$ cat config.mk
export PLATFORM = sky130hd
export DESIGN_NAME = wb_bram_arbiter
export DESIGN_NICKNAME = d
export VERILOG_FILES = /design/src/rtl/wb_arb_pkg.sv /design/src/rtl/wb_arb_watchdog.sv /design/src/rtl/wb_bram_arbiter.sv
export SDC_FILE = /design/constraint.sdc
export NUM_CORES = 1
export LEC_CHECK = 0
export CORE_AREA = 2 2 126 128
export DETAILED_ROUTE_END_ITERATION = 6
export DIE_AREA = 0 0 128 130
export PLACE_DENSITY = 0.59
export SYNTH_ARGS = -nofsm -noshare
export SYNTH_HDL_FRONTEND = slang
export SYNTH_HIERARCHICAL = 1
export SYNTH_SLANG_ARGS = --single-unit
$ cat constraint.sdc
create_clock -name clk -period 4.8 [get_ports clk]
set_input_delay 0.48 -clock clk [delete_from_list [all_inputs] [get_ports clk]]
set_output_delay 0.48 -clock clk [all_outputs]
set_load 0.005 [all_outputs]
$ cat src/rtl/wb_arb_pkg.sv
// rtl/wb_arb_pkg.sv - shared types and constants for the two-master wishbone arbiter
package wb_arb_pkg;

    typedef enum logic [1:0] {
        IDLE = 2'd0,
        GNT0 = 2'd1,
        GNT1 = 2'd2
    } arb_state_t;

    localparam logic [1:0] GRANT_NONE = 2'b00;
    localparam logic [1:0] GRANT_M0   = 2'b01;
    localparam logic [1:0] GRANT_M1   = 2'b10;

    function automatic logic [1:0] grant_of(input arb_state_t s);
        case (s)
            GNT0:    grant_of = GRANT_M0;
            GNT1:    grant_of = GRANT_M1;
            default: grant_of = GRANT_NONE;
        endcase
    endfunction

endpackage

$ cat src/rtl/wb_arb_watchdog.sv
// rtl/wb_arb_watchdog.sv - per-access timeout counter for the granted strobe
//
// Ports:
//   clk, rst  clock, asynchronous active-high reset
//   stb_i     granted master is strobing (cyc & stb)
//   resp_i    slave answered this cycle (ack | err | rty)
//   clr_i     grant is changing at the next edge
//   expire_o  this is the TIMEOUT-th unanswered strobe cycle
module wb_arb_watchdog
    import wb_arb_pkg::*;
#(
    parameter int TIMEOUT = 256
) (
    input  logic clk,
    input  logic rst,
    input  logic stb_i,
    input  logic resp_i,
    input  logic clr_i,
    output logic expire_o
);

    localparam bit           EN   = (TIMEOUT > 0);
    localparam int           CW   = EN ? $clog2(TIMEOUT + 1) : 1;
    localparam logic [CW-1:0] LAST = CW'(EN ? TIMEOUT - 1 : 0);

    logic [CW-1:0] cnt_q;
    logic [CW-1:0] cnt_d;

    // expire deliberately ignores resp_i: the top uses it to withhold stb
    // from the slave, and the slave's ack may depend on stb combinationally.
    // The top masks the forced error with resp_i instead.
    assign expire_o = EN && stb_i && (cnt_q == LAST);

    always_comb begin
        cnt_d = cnt_q + 1'b1;
        if (!stb_i || resp_i || clr_i || expire_o) begin
            cnt_d = '0;
        end
    end

    always_ff @(posedge clk or posedge rst) begin
        if (rst) begin
            cnt_q <= '0;
        end else begin
            cnt_q <= cnt_d;
        end
    end

endmodule

$ cat src/rtl/wb_bram_arbiter.sv
// rtl/wb_bram_arbiter.sv - round-robin two-master wishbone arbiter with access watchdog
//
// Ports:
//   clk, rst        clock, asynchronous active-high reset
//   wb_s0_*         master 0 side (wins ties after reset)
//   wb_s1_*         master 1 side
//   wb_m_*          towards the wb_bram slave
//   grant_o         one-hot owner: bit0 master 0, bit1 master 1, 00 idle
module wb_bram_arbiter
    import wb_arb_pkg::*;
#(
    parameter int TIMEOUT = 256,
    parameter int DW      = 32,
    parameter int AW      = 32,
    parameter int SW      = DW / 8
) (
    input  logic          clk,
    input  logic          rst,

    input  logic          wb_s0_cyc_i,
    input  logic          wb_s0_stb_i,
    input  logic          wb_s0_we_i,
    input  logic [AW-1:0] wb_s0_adr_i,
    input  logic [SW-1:0] wb_s0_sel_i,
    input  logic [DW-1:0] wb_s0_dat_i,
    output logic [DW-1:0] wb_s0_dat_o,
    output logic          wb_s0_ack_o,
    output logic          wb_s0_err_o,
    output logic          wb_s0_rty_o,

    input  logic          wb_s1_cyc_i,
    input  logic          wb_s1_stb_i,
    input  logic          wb_s1_we_i,
    input  logic [AW-1:0] wb_s1_adr_i,
    input  logic [SW-1:0] wb_s1_sel_i,
    input  logic [DW-1:0] wb_s1_dat_i,
    output logic [DW-1:0] wb_s1_dat_o,
    output logic          wb_s1_ack_o,
    output logic          wb_s1_err_o,
    output logic          wb_s1_rty_o,

    output logic          wb_m_cyc_o,
    output logic          wb_m_stb_o,
    output logic          wb_m_we_o,
    output logic [AW-1:0] wb_m_adr_o,
    output logic [SW-1:0] wb_m_sel_o,
    output logic [DW-1:0] wb_m_dat_o,
    input  logic [DW-1:0] wb_m_dat_i,
    input  logic          wb_m_ack_i,
    input  logic          wb_m_err_i,
    input  logic          wb_m_rty_i,

    output logic [1:0]    grant_o
);

    arb_state_t state_q, state_d;
    logic       last_q, last_d;
    logic [1:0] grant_q;

    logic       sel0;
    logic       sel1;
    logic       gnt_stb;
    logic       resp;
    logic       wd_expire;
    logic       wd_clr;
    logic       forced_err;

    // Next-state: tie in IDLE goes to the master that was not served last;
    // the owner keeps the bus until it drops cyc, then hands off directly.
    always_comb begin
        state_d = state_q;
        last_d  = last_q;
        case (state_q)
            IDLE: begin
                if (wb_s0_cyc_i && wb_s1_cyc_i) begin
                    state_d = last_q ? GNT0 : GNT1;
                end else if (wb_s0_cyc_i) begin
                    state_d = GNT0;
                end else if (wb_s1_cyc_i) begin
                    state_d = GNT1;
                end
            end
            GNT0: begin
                if (!wb_s0_cyc_i) begin
                    last_d  = 1'b0;
                    state_d = wb_s1_cyc_i ? GNT1 : IDLE;
                end
            end
            GNT1: begin
                if (!wb_s1_cyc_i) begin
                    last_d  = 1'b1;
                    state_d = wb_s0_cyc_i ? GNT0 : IDLE;
                end
            end
            default: state_d = IDLE;
        endcase
    end

    always_ff @(posedge clk or posedge rst) begin
        if (rst) begin
            state_q <= IDLE;
            last_q  <= 1'b1;
            grant_q <= GRANT_NONE;
        end else begin
            state_q <= state_d;
            last_q  <= last_d;
            grant_q <= grant_of(state_d);
        end
    end

    assign grant_o = grant_q;
    assign sel0    = (state_q == GNT0);
    assign sel1    = (state_q == GNT1);

    assign gnt_stb = (sel0 && wb_s0_cyc_i && wb_s0_stb_i) ||
                     (sel1 && wb_s1_cyc_i && wb_s1_stb_i);
    assign resp    = wb_m_ack_i || wb_m_err_i || wb_m_rty_i;
    assign wd_clr  = (state_d != state_q);

    wb_arb_watchdog #(
        .TIMEOUT (TIMEOUT)
    ) u_watchdog (
        .clk      (clk),
        .rst      (rst),
        .stb_i    (gnt_stb),
        .resp_i   (resp),
        .clr_i    (wd_clr),
        .expire_o (wd_expire)
    );

    assign forced_err = wd_expire && !resp;

    // Request mux towards the slave; everything low while idle.
    always_comb begin
        wb_m_cyc_o = 1'b0;
        wb_m_stb_o = 1'b0;
        wb_m_we_o  = 1'b0;
        wb_m_adr_o = '0;
        wb_m_sel_o = '0;
        wb_m_dat_o = '0;
        if (sel0) begin
            wb_m_cyc_o = wb_s0_cyc_i;
            wb_m_stb_o = wb_s0_stb_i && !wd_expire;
            wb_m_we_o  = wb_s0_we_i;
            wb_m_adr_o = wb_s0_adr_i;
            wb_m_sel_o = wb_s0_sel_i;
            wb_m_dat_o = wb_s0_dat_i;
        end else if (sel1) begin
            wb_m_cyc_o = wb_s1_cyc_i;
            wb_m_stb_o = wb_s1_stb_i && !wd_expire;
            wb_m_we_o  = wb_s1_we_i;
            wb_m_adr_o = wb_s1_adr_i;
            wb_m_sel_o = wb_s1_sel_i;
            wb_m_dat_o = wb_s1_dat_i;
        end
    end

    assign wb_s0_dat_o = wb_m_dat_i;
    assign wb_s1_dat_o = wb_m_dat_i;

    assign wb_s0_ack_o = sel0 && wb_m_ack_i;
    assign wb_s0_err_o = sel0 && (wb_m_err_i || forced_err);
    assign wb_s0_rty_o = sel0 && wb_m_rty_i;
    assign wb_s1_ack_o = sel1 && wb_m_ack_i;
    assign wb_s1_err_o = sel1 && (wb_m_err_i || forced_err);
    assign wb_s1_rty_o = sel1 && wb_m_rty_i;

endmodule

# Yosys cells after proc, flatten, opt, wreduce, memory -nomap -nowiden
# Index checks and enable logic that the tools add are counted.
# word_totals
out_inout_bits	143
ff_bits	14
input_bits	179
wordCells	67
# classes
n_reduce_logical	28
mux	26
n_addsub	1
eq_ne	8
# ops
cell	n
$mux W32	4
$logic_and A1 B1 Y1	15
$mux W2	7
$add A9 B1 Y9 const B	1
$eq A9 B8 Y1 const B	1
$mux W1	9
$mux W9	1
$mux W4	2
$logic_or A1 B1 Y1	7
$pmux W2 S3	1
$eq A2 B1 Y1 const B	2
$eq A2 B2 Y1 const B	2
$ne A2 B2 Y1 const B	2
$pmux W2 S2	1
$logic_not A1 Y1	3
$reduce_and A3 Y1	1
$logic_not A2 Y1	1
$ne A2 B2 Y1	1
$pmux W1 S2	1
$reduce_bool A2 Y1	1

# Logic depth before layout (Yosys ltp)
# Gate-level depths: netlist (run 1).
# depth
ltp_word	9
depth_mapped	8
mapped_depth_nobuf	7

# Cells and area by module
# The synthesis (run 1) kept the hierarchy.
# by_module_without_submodules
mod	instances	seq_area_each_um2	area_per_inst_um2	cells_each
wb_bram_arbiter	1	126.4	1610.3	191
wb_arb_watchdog	1	225.2	454.2	43

# Worst setup path after synthesis (run 1)
# No wires, ideal clock.
# synth_path
path_type	register -> register
start	register state_q[1]
end	register u_watchdog.cnt_q[5]
t_arrival_ps	1752
setup_ps	73
required_time_ps	4727
slack_ps	2975
path_stages_with_launch	9
n_path_buf	3
synth_period_minus_slack_ps	1825
cell_sequence	dfrtp_1 buf_6 nor2b_4 buf_6 o2bb2ai_1 a21oi_1 or4b_4 buf_6 a21oi_2
# synth_between
elab_cells_between_ends	21
cone_classes	eq/ne: 3; mux: 7; reduce/logical: 11
# synth_lines
item	line_no	rtl
start: declaration	wb_bram_arbiter.sv:56	arb_state_t state_q, state_d;
start signal: assignment	wb_bram_arbiter.sv:105	state_q <= state_d;
$mux W2	wb_bram_arbiter.sv:79	end else if (wb_s1_cyc_i) begin
$mux W2	wb_bram_arbiter.sv:77	end else if (wb_s0_cyc_i) begin
$mux W2	wb_bram_arbiter.sv:75	if (wb_s0_cyc_i && wb_s1_cyc_i) begin
$pmux W2 S3	wb_bram_arbiter.sv:73	case (state_q)
$ne A2 B2 Y1 *	wb_bram_arbiter.sv:118	assign wd_clr = (state_d != state_q);
via wd_clr	wb_bram_arbiter.sv:65	logic wd_clr;
$logic_or A1 B1 Y1 * (2 in a row)	wb_arb_watchdog.sv:36	if (!stb_i || resp_i || clr_i || expire_o) begin
$mux W9 *	wb_arb_watchdog.sv:36	
via u_watchdog.cnt_d[5]	wb_arb_watchdog.sv:27	logic [CW-1:0] cnt_d;
end signal: assignment	wb_arb_watchdog.sv:45	cnt_q <= cnt_d;
end: declaration	wb_arb_watchdog.sv:26	logic [CW-1:0] cnt_q;
# The timed path passes the listed nets; every way through them passes the cells marked *.
# A chain may end at the register's enable or synchronous reset.

# Worst setup path in the final report (run 1)
# layout_path
start	register state_q[0]
end	output wb_m_dat_o[20]
# layout_between
elab_chain_cells	3
elab_cells_between_ends	4
cone_classes	eq/ne: 2; mux: 2
# layout_rtl
item	line_no	rtl
$eq A2 B2 Y1	wb_bram_arbiter.sv:113	assign sel1 = (state_q == GNT1);
$mux W32	wb_bram_arbiter.sv:148	end else if (sel1) begin
$mux W32 *	wb_bram_arbiter.sv:141	if (sel0) begin
end: declaration	wb_bram_arbiter.sv:47	output logic [DW-1:0] wb_m_dat_o,
# Every way passes the cells marked *; elsewhere a longest branch is shown, timed or not.

==> flow_summary.yaml, run 1 <==
drt:
  detail_route.wl_per_cell_um: 19.23
  vias: 2351
  first_iter_violations: 64
  firstDrtPassIters: 4
  wl_mm: 11.09
  drc: 0
  final_antenna_net_count: 0
  routed_via_density: 4.075
floorplan:
  core.rowCount: 46
  start_util_pct: 13.38
  io_pins: 322
  dieArea_sq_um: 16640
  die_width_um: 128
  die_height_um: 130
  design.core.area_sq_um: 15420
setup_path:
  r2r_slack_ns: 2.38
  ff2ff_path_depth: 5
  regToRegStartpoint: "state_q[1]"
  arrival_ns: 2.87
  end_kind: "output pin"
  reg2reg_to: "u_watchdog/cnt_q[7]"
  crit_fanout: 38
  start_kind: "flop"
  cp_data_required_time_ns: 4.32
  worstSetupPathType: "reg -> out"
  startpoint: "state_q[0]"
power_and_ir_drop:
  fin_total_pwr_mw: 1.022
  combPwrFrac_pct: 68.2
  swShare_pct: 30.58
  p_switching_mw: 0.3126
  power_leakage_nw: 1.475
  pwr-share-seq_pct: 14.9
  p_clk_share_pct: 17.0
  power.density_nw_per_um2: 257.0
  power.internal_mw: 0.7097
  ir_worst_vdd_mv: 0.1813
global_routing:
  grt_antenna_before_repair: 3
  grt_use_total_pct: 11.48
  grt-ovfl-total: 0
  grt_max_degree: 42
  grt_pass1_wl_mm: 13.90
  grt_pass1_vias: 2202
placement:
  io_buffer_count: 225
  gp_congestion: 0.7882
  placed_area_sq_um: 3881
  dp_hpwl_mm: 9.767
cts:
  cts_tree: "built"
  postCtsSetupBuffers: 0
  hold_buffers: 0
  cts_made_buffers: 3
  post_cts_resized: 0
  clk_latency_ns: 0.24
  clockBufferDepth: 2
  clk_pin_slew_ns: 0.05
  cts_root_buffer: "clkbuf_16"
  h-tree-depth: 1
  cts.sinks: 14
sta:
  slew_headroom_pct: 40.85
  period_minus_slack_ns: 3.345
  min_period_over_period_pct: 69.70
  worst_pin_slew_ns: 0.8854
  setup_viol: 0
  hold-worst-slack_ns: 0.4631
  maxSlewViolCount: 0
  finalHoldViolCount: 0
  fin_tns_setup_ns: 0
  rsz0062_at_grt: "false"
  max_clock_freq_ghz: 0.2989
  skew_ns: 0.001101
yosys:
  synth-seq-cells: 14
  syn_inst: 234
  synth.most_common_cell: "a22o_1"
  yosys.area.top_type_share_pct: 29.27
  seq_area_frac_synth_pct: 17.03
  yosysWarnings: 6
  ys_top_cells_by_area: "a22o_1 29%, buf_4 24%, dfrtp_1 16%"
  ys.flop_type: "dfrtp_1"
  synthesis.area_sq_um: 2064
  avgSynthCellArea_sq_um: 8.823
  synthTopCellsByCount: "69 x a22o_1, 65 x buf_4, 18 x buf_6"
  synth_area_leader_cell: "a22o_1"
  async_reset_ff_share_pct: 100.0
  synth.distinct_cells: 27
  synth_enable_flop_cells: 0
  syn_nets: 415
finish:
  drive_gt1_share_pct: 4.188
  seq_area_sq_um: 351.6
  fin_area_sq_um: 3978
  multi_input_area_sq_um: 1003
  post-route-util_pct: 25.79
  nFillCells: 1663
  area_delta_synth_final_pct: 92.67
  final_nets: 564
hold_path:
  min_from: "u_watchdog/cnt_q[0]"
  min_path_cells: 1
  holdPathEnd: "u_watchdog/cnt_q[0]"
  holdCritPathClass: "reg -> reg"
run:
  drv_cap: 0
status:
  outcome: "finished, final reports clean"
-- state kept, by name, indices dropped and copies added, names as in the netlist --
register / count
grant_o: 2
last_q: 1
u_watchdog/cnt_q: 9
state_q: 2
-- power by group through the flow --
stage / clock (mW) / sequential, mW / combinational, mW
2_1_floorplan: 0 / 0.142 / 0.360
3_3_place_gp: 0 / 0.155 / 0.694
3_5_place_dp: 0 / 0.154 / 0.699
4_1_cts: 0.179 / 0.152 / 0.703
5_1_grt: 0.182 / 0.155 / 0.743
6_report: 0.173 / 0.152 / 0.697
-- placed cells by master (no fill, tap or decap), types with 2 or more instances in the layout --
cell             netlist  layout
a22o_1                69      69
o21ai_0                4       4
clkbuf_16              0       3
diode_2                0       3
nor3_1                 2       2
nand4_1                2       2
ha_1                   2       2
o21ai_1                2       2
and2_1                 8       8
nor2b_4                2       2
dfrtp_1               13      13
xor2_1                 2       2
o21a_1                 2       2
clkdlybuf4s50_1        0     225
inv_1                  5       5
nand2_1                5       5
buf_4                 65       2
a21oi_1                4       4
nand3_1                6       6
or3_1                  4       4
nor2_2                 3       3
a21oi_2                3       3
nor2_1                 7       7
-- worst max-delay path, cell delays in order, from the launching register on --
cell             delay [ns]
dfrtp_1                0.54
nor2b_4                0.80
buf_4                  0.47
a22o_1                 0.26
clkdlybuf4s50_1        0.52
-- metrics by stage --
step                cells  setup slack [ns]
floorplan             234             2.975
global placement      570             1.745
detailed placement    570             1.721
CTS                   574             1.449
global route          575             1.326
finish                577             1.455
-- layout make-up --
type                            instances  area share, %
Timing Repair Buffer                  227          57.00
Multi-Input combinational cell        132          25.23
Sequential cell                        14          8.839
Tap cell                              192          6.040
Clock buffer                            4          2.233
Inverter                                5         0.4718
Antenna cell                            3         0.1887
-- per-layer routing --
| metal | GRT usage [%] | wire (um) | up-vias | share of wire, % |
|---|---|---|---|---|
| met5 | 0 | 0 | - | 0 |
| met4 | 2.133 | 123 | 0 | 1.1 |
| met3 | 5.699 | 1295 | 9 | 12 |
| met2 | 20.23 | 5497 | 147 | 50 |
| met1 | 12.63 | 4177 | 1095 | 38 |
| li1 | - | - | 1100 | - |
-- logic make-up (layout without fill, tap and decap cells) --
family	after synthesis	after routing	share of synthesized area (%)
simple gates	41	41	11.70
compound gates	86	86	34.42
fa+ha+maj	2	2	1.212
other cells	0	3	0
flops	14	14	17.03
buf+inv	88	236	34.36
xor+xnor	3	3	1.273
-- worst max-delay path by stage --
stage	end
after floorplan	u_watchdog/cnt_q[5]
after global placement	wb_m_dat_o[23]
after detailed placement	wb_m_dat_o[23]
after CTS	wb_m_dat_o[23]
after global routing	wb_m_dat_o[20]
final	wb_m_dat_o[20]
Note: power is estimated with default switching activity, not from simulation.
==> inputs of run 2 (changes only) <==
--- a/config.mk
+++ b/config.mk
@@ -5,10 +5,10 @@
 export SDC_FILE = /design/constraint.sdc
 export NUM_CORES = 1
 export LEC_CHECK = 0
-export CORE_AREA = 2 2 126 128
+export CORE_AREA = 2 2 124 126
 export DETAILED_ROUTE_END_ITERATION = 6
-export DIE_AREA = 0 0 128 130
-export PLACE_DENSITY = 0.59
+export DIE_AREA = 0 0 126 128
+export PLACE_DENSITY = 0.6
 export SYNTH_ARGS = -nofsm -noshare
 export SYNTH_HDL_FRONTEND = slang
 export SYNTH_HIERARCHICAL = 1
==> constraint.sdc (replaced) <==
create_clock -name clk -period 3.2 [get_ports clk]
set_input_delay 0.32 -clock clk [delete_from_list [all_inputs] [get_ports clk]]
set_output_delay 0.32 -clock clk [all_outputs]
set_load 0.005 [all_outputs]
==> flow_summary.yaml, run 2 (same netlist as run 1, synthesis figures left out) <==
status:
  outcome: "finished, final reports clean"
setup_path:
  end_kind: "output pin"
  ff2ff_path_depth: 6
  crit_fanout: 51
  crit_path_max_incr_delay_ns: 0.54
  slowest_stage: "dfrtp_1"
  cp_data_required_time_ns: 2.88
  arrival_ns: 2.27
  worstSetupPathType: "reg -> out"
  start_kind: "flop"
  crit_chain: "nor2b_4 -> buf_4 -> a22o_1 -> clkdlybuf4s50_1"
finish:
  final_nets: 566
  largest_reg_flops: 9
  layout_commonest_cell: "clkdlybuf4s50_1"
  layout_common_cells: "225 x clkdlybuf4s50_1, 69 x a22o_1, 13 x dfrtp_1"
  drive_gt1_share_pct: 4.688
  nFillCells: 1568
  largest_register: "u_watchdog/cnt_q"
  instances_no_fill: 573
  area_delta_synth_final_pct: 92.91
cts:
  cts_tree: "built"
  postCtsSetupBuffers: 0
  cts_root_buffer: "clkbuf_16"
  hold_buffers: 0
  h-tree-depth: 1
  cts.sinks: 14
  clk_latency_ns: 0.24
  clockBufferDepth: 2
  cts_made_buffers: 3
  clk_pin_slew_ns: 0.05
  post_cts_resized: 0
sta:
  final.setup.worst_slack_ns: 0.6083
  worst_pin_slew_ns: 0.5142
  finalHoldViolCount: 0
  skew_ns: 0.003227
  hold-worst-slack_ns: 0.3155
  fin_tns_setup_ns: 0
  rsz0062_at_grt: "false"
  max_clock_freq_ghz: 0.3859
  maxSlewViolCount: 0
  period_minus_slack_ns: 2.592
  slew_headroom_pct: 65.72
  min_period_over_period_pct: 80.99
  setup_viol: 0
drt:
  firstDrtPassIters: 5
  final_antenna_net_count: 0
  wl_mm: 9.874
  drc: 0
  first_iter_violations: 68
  vias: 2388
  detail_route.wl_per_cell_um: 17.23
  routed_via_density: 4.168
power_and_ir_drop:
  ir_worst_vdd_mv: 0.2529
  power_leakage_nw: 1.485
  power.density_nw_per_um2: 385.8
placement:
  io_buffer_count: 225
  gp_congestion: 0.8471
  dp_slack_ns: 0.7244
  dp_hpwl_mm: 8.625
  dp_cells: 568
global_routing:
  grt_pass1_vias: 2342
  grt-ovfl-total: 0
  grt_antenna_before_repair: 1
  grt_pass1_wl_mm: 13.81
  grt_use_total_pct: 10.98
  grt_max_degree: 52
floorplan:
  start_util_pct: 13.89
  design.core.area_sq_um: 14860
  die_width_um: 126
  core.rowCount: 45
  dieArea_sq_um: 16130
  die_height_um: 128
  io_pins: 322
hold_path:
  holdCritPathClass: "in -> async"
run:
  drv_cap: 0
-- run 2: critical path, delay by kind of cell (launching register included) --
family | cells | cell delay (ns)
AO/OA/AOI/OAI | 1 | 0.28
flip-flops | 1 | 0.54
AND/OR/NAND/NOR | 1 | 0.22
buffers and inverters | 2 | 0.96
-- run 2: metal layers --
layer / global-route usage [%] / vias up / routed length (um)
met4: 2.715 / 0 / 131
met3: 4.048 / 10 / 1054
met5: 0 / - / 0
li1: - / 1096 / -
met2: 18.91 / 201 / 4836
met1: 12.97 / 1081 / 3851
-- run 2: final timing paths --
check	to	slack, ns	start
min	grant_o[0]	0.32	rst
max	wb_m_dat_o[0]	0.61	state_q[0]
min in group clk	u_watchdog/cnt_q[0]	0.46	u_watchdog/cnt_q[0]
max in group asynchronous	u_watchdog/cnt_q[2]	2.56	rst
max reg2reg	u_watchdog/cnt_q[4]	0.94	state_q[1]
min reg2reg	u_watchdog/cnt_q[0]	0.46	u_watchdog/cnt_q[0]
-- run 2: power by group --
group          leakage (nW)  total (mW)  switching [mW]  internal (mW)
Combinational          1.25        1.05           0.369          0.681
Clock                0.0442       0.260          0.0710          0.189
Sequential            0.187       0.226          0.0266          0.200
Total                  1.49        1.54           0.466           1.07
-- run 2: layout make-up --
type / count / area, sq um / share of cell area (%)
diodes: 1 / 2.502 / 0.06283
clock buffers: 4 / 88.84 / 2.231
inverters: 5 / 18.77 / 0.4713
multi-input cells: 132 / 1003 / 25.20
flip-flops and latches: 14 / 351.6 / 8.828
well taps: 188 / 235.2 / 5.906
repair buffers: 229 / 2282 / 57.30
-- run 2: per-stage QoR --
stage | power (mW) | utilization (%) | instance area, sq um
3_5_place_dp | 1.288 | 26.18 | 3891
2_1_floorplan | 0.7532 | - | 2064
4_1_cts | 1.558 | 26.78 | 3980
3_3_place_gp | 1.279 | 26.18 | 3891
5_1_grt | 1.633 | 26.79 | 3983
6_report | 1.536 | 26.79 | 3983
==> inputs of run 3 (changes only) <==
--- a/config.mk
+++ b/config.mk
@@ -5,10 +5,10 @@
 export SDC_FILE = /design/constraint.sdc
 export NUM_CORES = 1
 export LEC_CHECK = 0
-export CORE_AREA = 2 2 124 126
+export CORE_AREA = 2 2 125 127
 export DETAILED_ROUTE_END_ITERATION = 6
-export DIE_AREA = 0 0 126 128
-export PLACE_DENSITY = 0.6
+export DIE_AREA = 0 0 127 129
+export PLACE_DENSITY = 0.62
 export SYNTH_ARGS = -nofsm -noshare
 export SYNTH_HDL_FRONTEND = slang
 export SYNTH_HIERARCHICAL = 1
==> constraint.sdc (replaced) <==
create_clock -name clk -period 2.08 [get_ports clk]
set_input_delay 0.208 -clock clk [delete_from_list [all_inputs] [get_ports clk]]
set_output_delay 0.208 -clock clk [all_outputs]
set_load 0.005 [all_outputs]
==> flow_summary.yaml, run 3 (same netlist as run 1, synthesis figures left out) <==
setup_path:
  ff2ff_path_depth: 6
  regToRegStartpoint: "state_q[1]"
  start_kind: "flop"
  cp_data_required_time_ns: 1.87
  end_kind: "output pin"
  worstSetupPathType: "reg -> out"
  path_buf_inv: 2
  slowest_stage: "clkdlybuf4s50_1"
  critical_path_depth: 4
  cp_top_family: "buffers and inverters"
  crit_path_max_incr_delay_ns: 0.54
  crit_chain: "nor2b_4 -> buf_12 -> a22o_1 -> clkdlybuf4s50_1"
  crit_fanout: 42
  arrival_ns: 1.85
  startpoint: "state_q[1]"
drt:
  firstDrtPassIters: 4
  vias: 2350
  drc: 0
  detail_route.wl_per_cell_um: 17.15
  wl_mm: 9.997
  final_antenna_net_count: 0
  first_iter_violations: 56
  routed_via_density: 4.031
sta:
  maxSlewViolCount: 0
  period_minus_slack_ns: 2.062
  setup_viol: 0
  final.setup.worst_slack_ns: 0.01833
  slew_headroom_pct: 76.89
  rsz0062_at_grt: "true"
  worst_pin_slew_ns: 0.3462
  finalHoldViolCount: 0
  fin_tns_setup_ns: 0
  skew_ns: 0.001329
  hold-worst-slack_ns: 0.2133
  min_period_over_period_pct: 99.12
  max_clock_freq_ghz: 0.4850
finish:
  final_nets: 577
  area_delta_synth_final_pct: 104.2
  antenna_cells: 0
  largest_register: "u_watchdog/cnt_q"
  post-route-util_pct: 28.15
  drive_gt1_share_pct: 10.38
  largest_reg_flops: 9
  layout_common_cells: "194 x clkdlybuf4s50_1, 62 x a22o_1, 22 x dlymetal6s2s_1"
  layout_commonest_cell: "clkdlybuf4s50_1"
power_and_ir_drop:
  ir_worst_vdd_mv: 0.4803
  combPwrFrac_pct: 70.1
  pwr-share-seq_pct: 13.4
  power.density_nw_per_um2: 588.1
  p_clk_share_pct: 16.5
  p_switching_mw: 0.7756
  swShare_pct: 31.28
  power_leakage_nw: 1.938
  power.internal_mw: 1.704
cts:
  clockBufferDepth: 2
  cts_tree: "built"
  cts_root_buffer: "clkbuf_16"
  clk_latency_ns: 0.25
  hold_buffers: 0
  clk_pin_slew_ns: 0.05
  cts.sinks: 14
  h-tree-depth: 1
  cts_made_buffers: 3
floorplan:
  io_pins: 322
  dieArea_sq_um: 16380
  die_width_um: 127
  design.core.area_sq_um: 14980
  start_util_pct: 13.78
  die_height_um: 129
  core.rowCount: 45
global_routing:
  busiest_layer: "met2"
  use_met1_pct: 12.91
  grt-ovfl-total: 0
  grt_use_total_pct: 10.65
  use_met3_pct: 2.079
  grt_pass1_vias: 2230
  grt_max_degree: 44
  grt_antenna_before_repair: 0
  grt_pass1_wl_mm: 13.36
  global_route.usage.met2_pct: 19.96
hold_path:
  holdCritPathClass: "in -> async"
run:
  drv_cap: 0
placement:
  dp_slack_ns: -0.1099
  io_buffer_count: 225
  dp_hpwl_mm: 8.508
  gp_congestion: 0.8889
status:
  outcome: "finished, final reports clean"
## run 3: cell type report
class | instances | area [sq um]
clock buffer | 4 | 88.84
timing repair buffer | 240 | 2451
tap | 188 | 235.2
sequential | 14 | 352.8
fill | 1565 | 10760
multi-input combinational | 132 | 1070
inverter | 5 | 18.77
## run 3: stage by stage
step / cells / instance area [sq um] / power [mW]
3_3_place_gp: 577 / 4009 / 2.075
6_report: 583 / 4217 / 2.480
2_1_floorplan: 234 / 2064 / 1.159
4_1_cts: 582 / 4098 / 2.485
3_5_place_dp: 577 / 4009 / 2.082
5_1_grt: 583 / 4217 / 2.614
## run 3: final timing paths
| path | slack [ns] | end |
|---|---|---|
| setup / recovery | 0.02 | wb_m_adr_o[28] |
| hold / removal | 0.21 | grant_o[0] |
| setup reg to reg | 0.24 | u_watchdog/cnt_q[5] |
| hold reg to reg | 0.50 | last_q |
| max in group asynchronous | 1.54 | u_watchdog/cnt_q[3] |
| min in group clk | 0.42 | wb_s0_dat_o[21] |
## run 3: power groups by stage
stage	clock [mW]	sequential [mW]	combinational, mW
4_1_cts	0.419	0.332	1.74
5_1_grt	0.423	0.337	1.85
6_report	0.410	0.332	1.74
3_3_place_gp	0	0.337	1.74
2_1_floorplan	0	0.327	0.832
3_5_place_dp	0	0.339	1.74
## run 3: repair_timing
action | 4_1_cts | 5_1_grt
pin swaps | 1 | 16
setup buffers | 1 | 1
setup endpoints to repair | 58 | 52
cloned | 0 | 0
gates resized for setup | 11 | 35
## run 3: metal layers
metal | vias to the layer above | wire (um)
li1 | 1119 | -
met1 | 1077 | 4078
met5 | - | 0
met4 | 0 | 56
met3 | 5 | 752
met2 | 149 | 5110
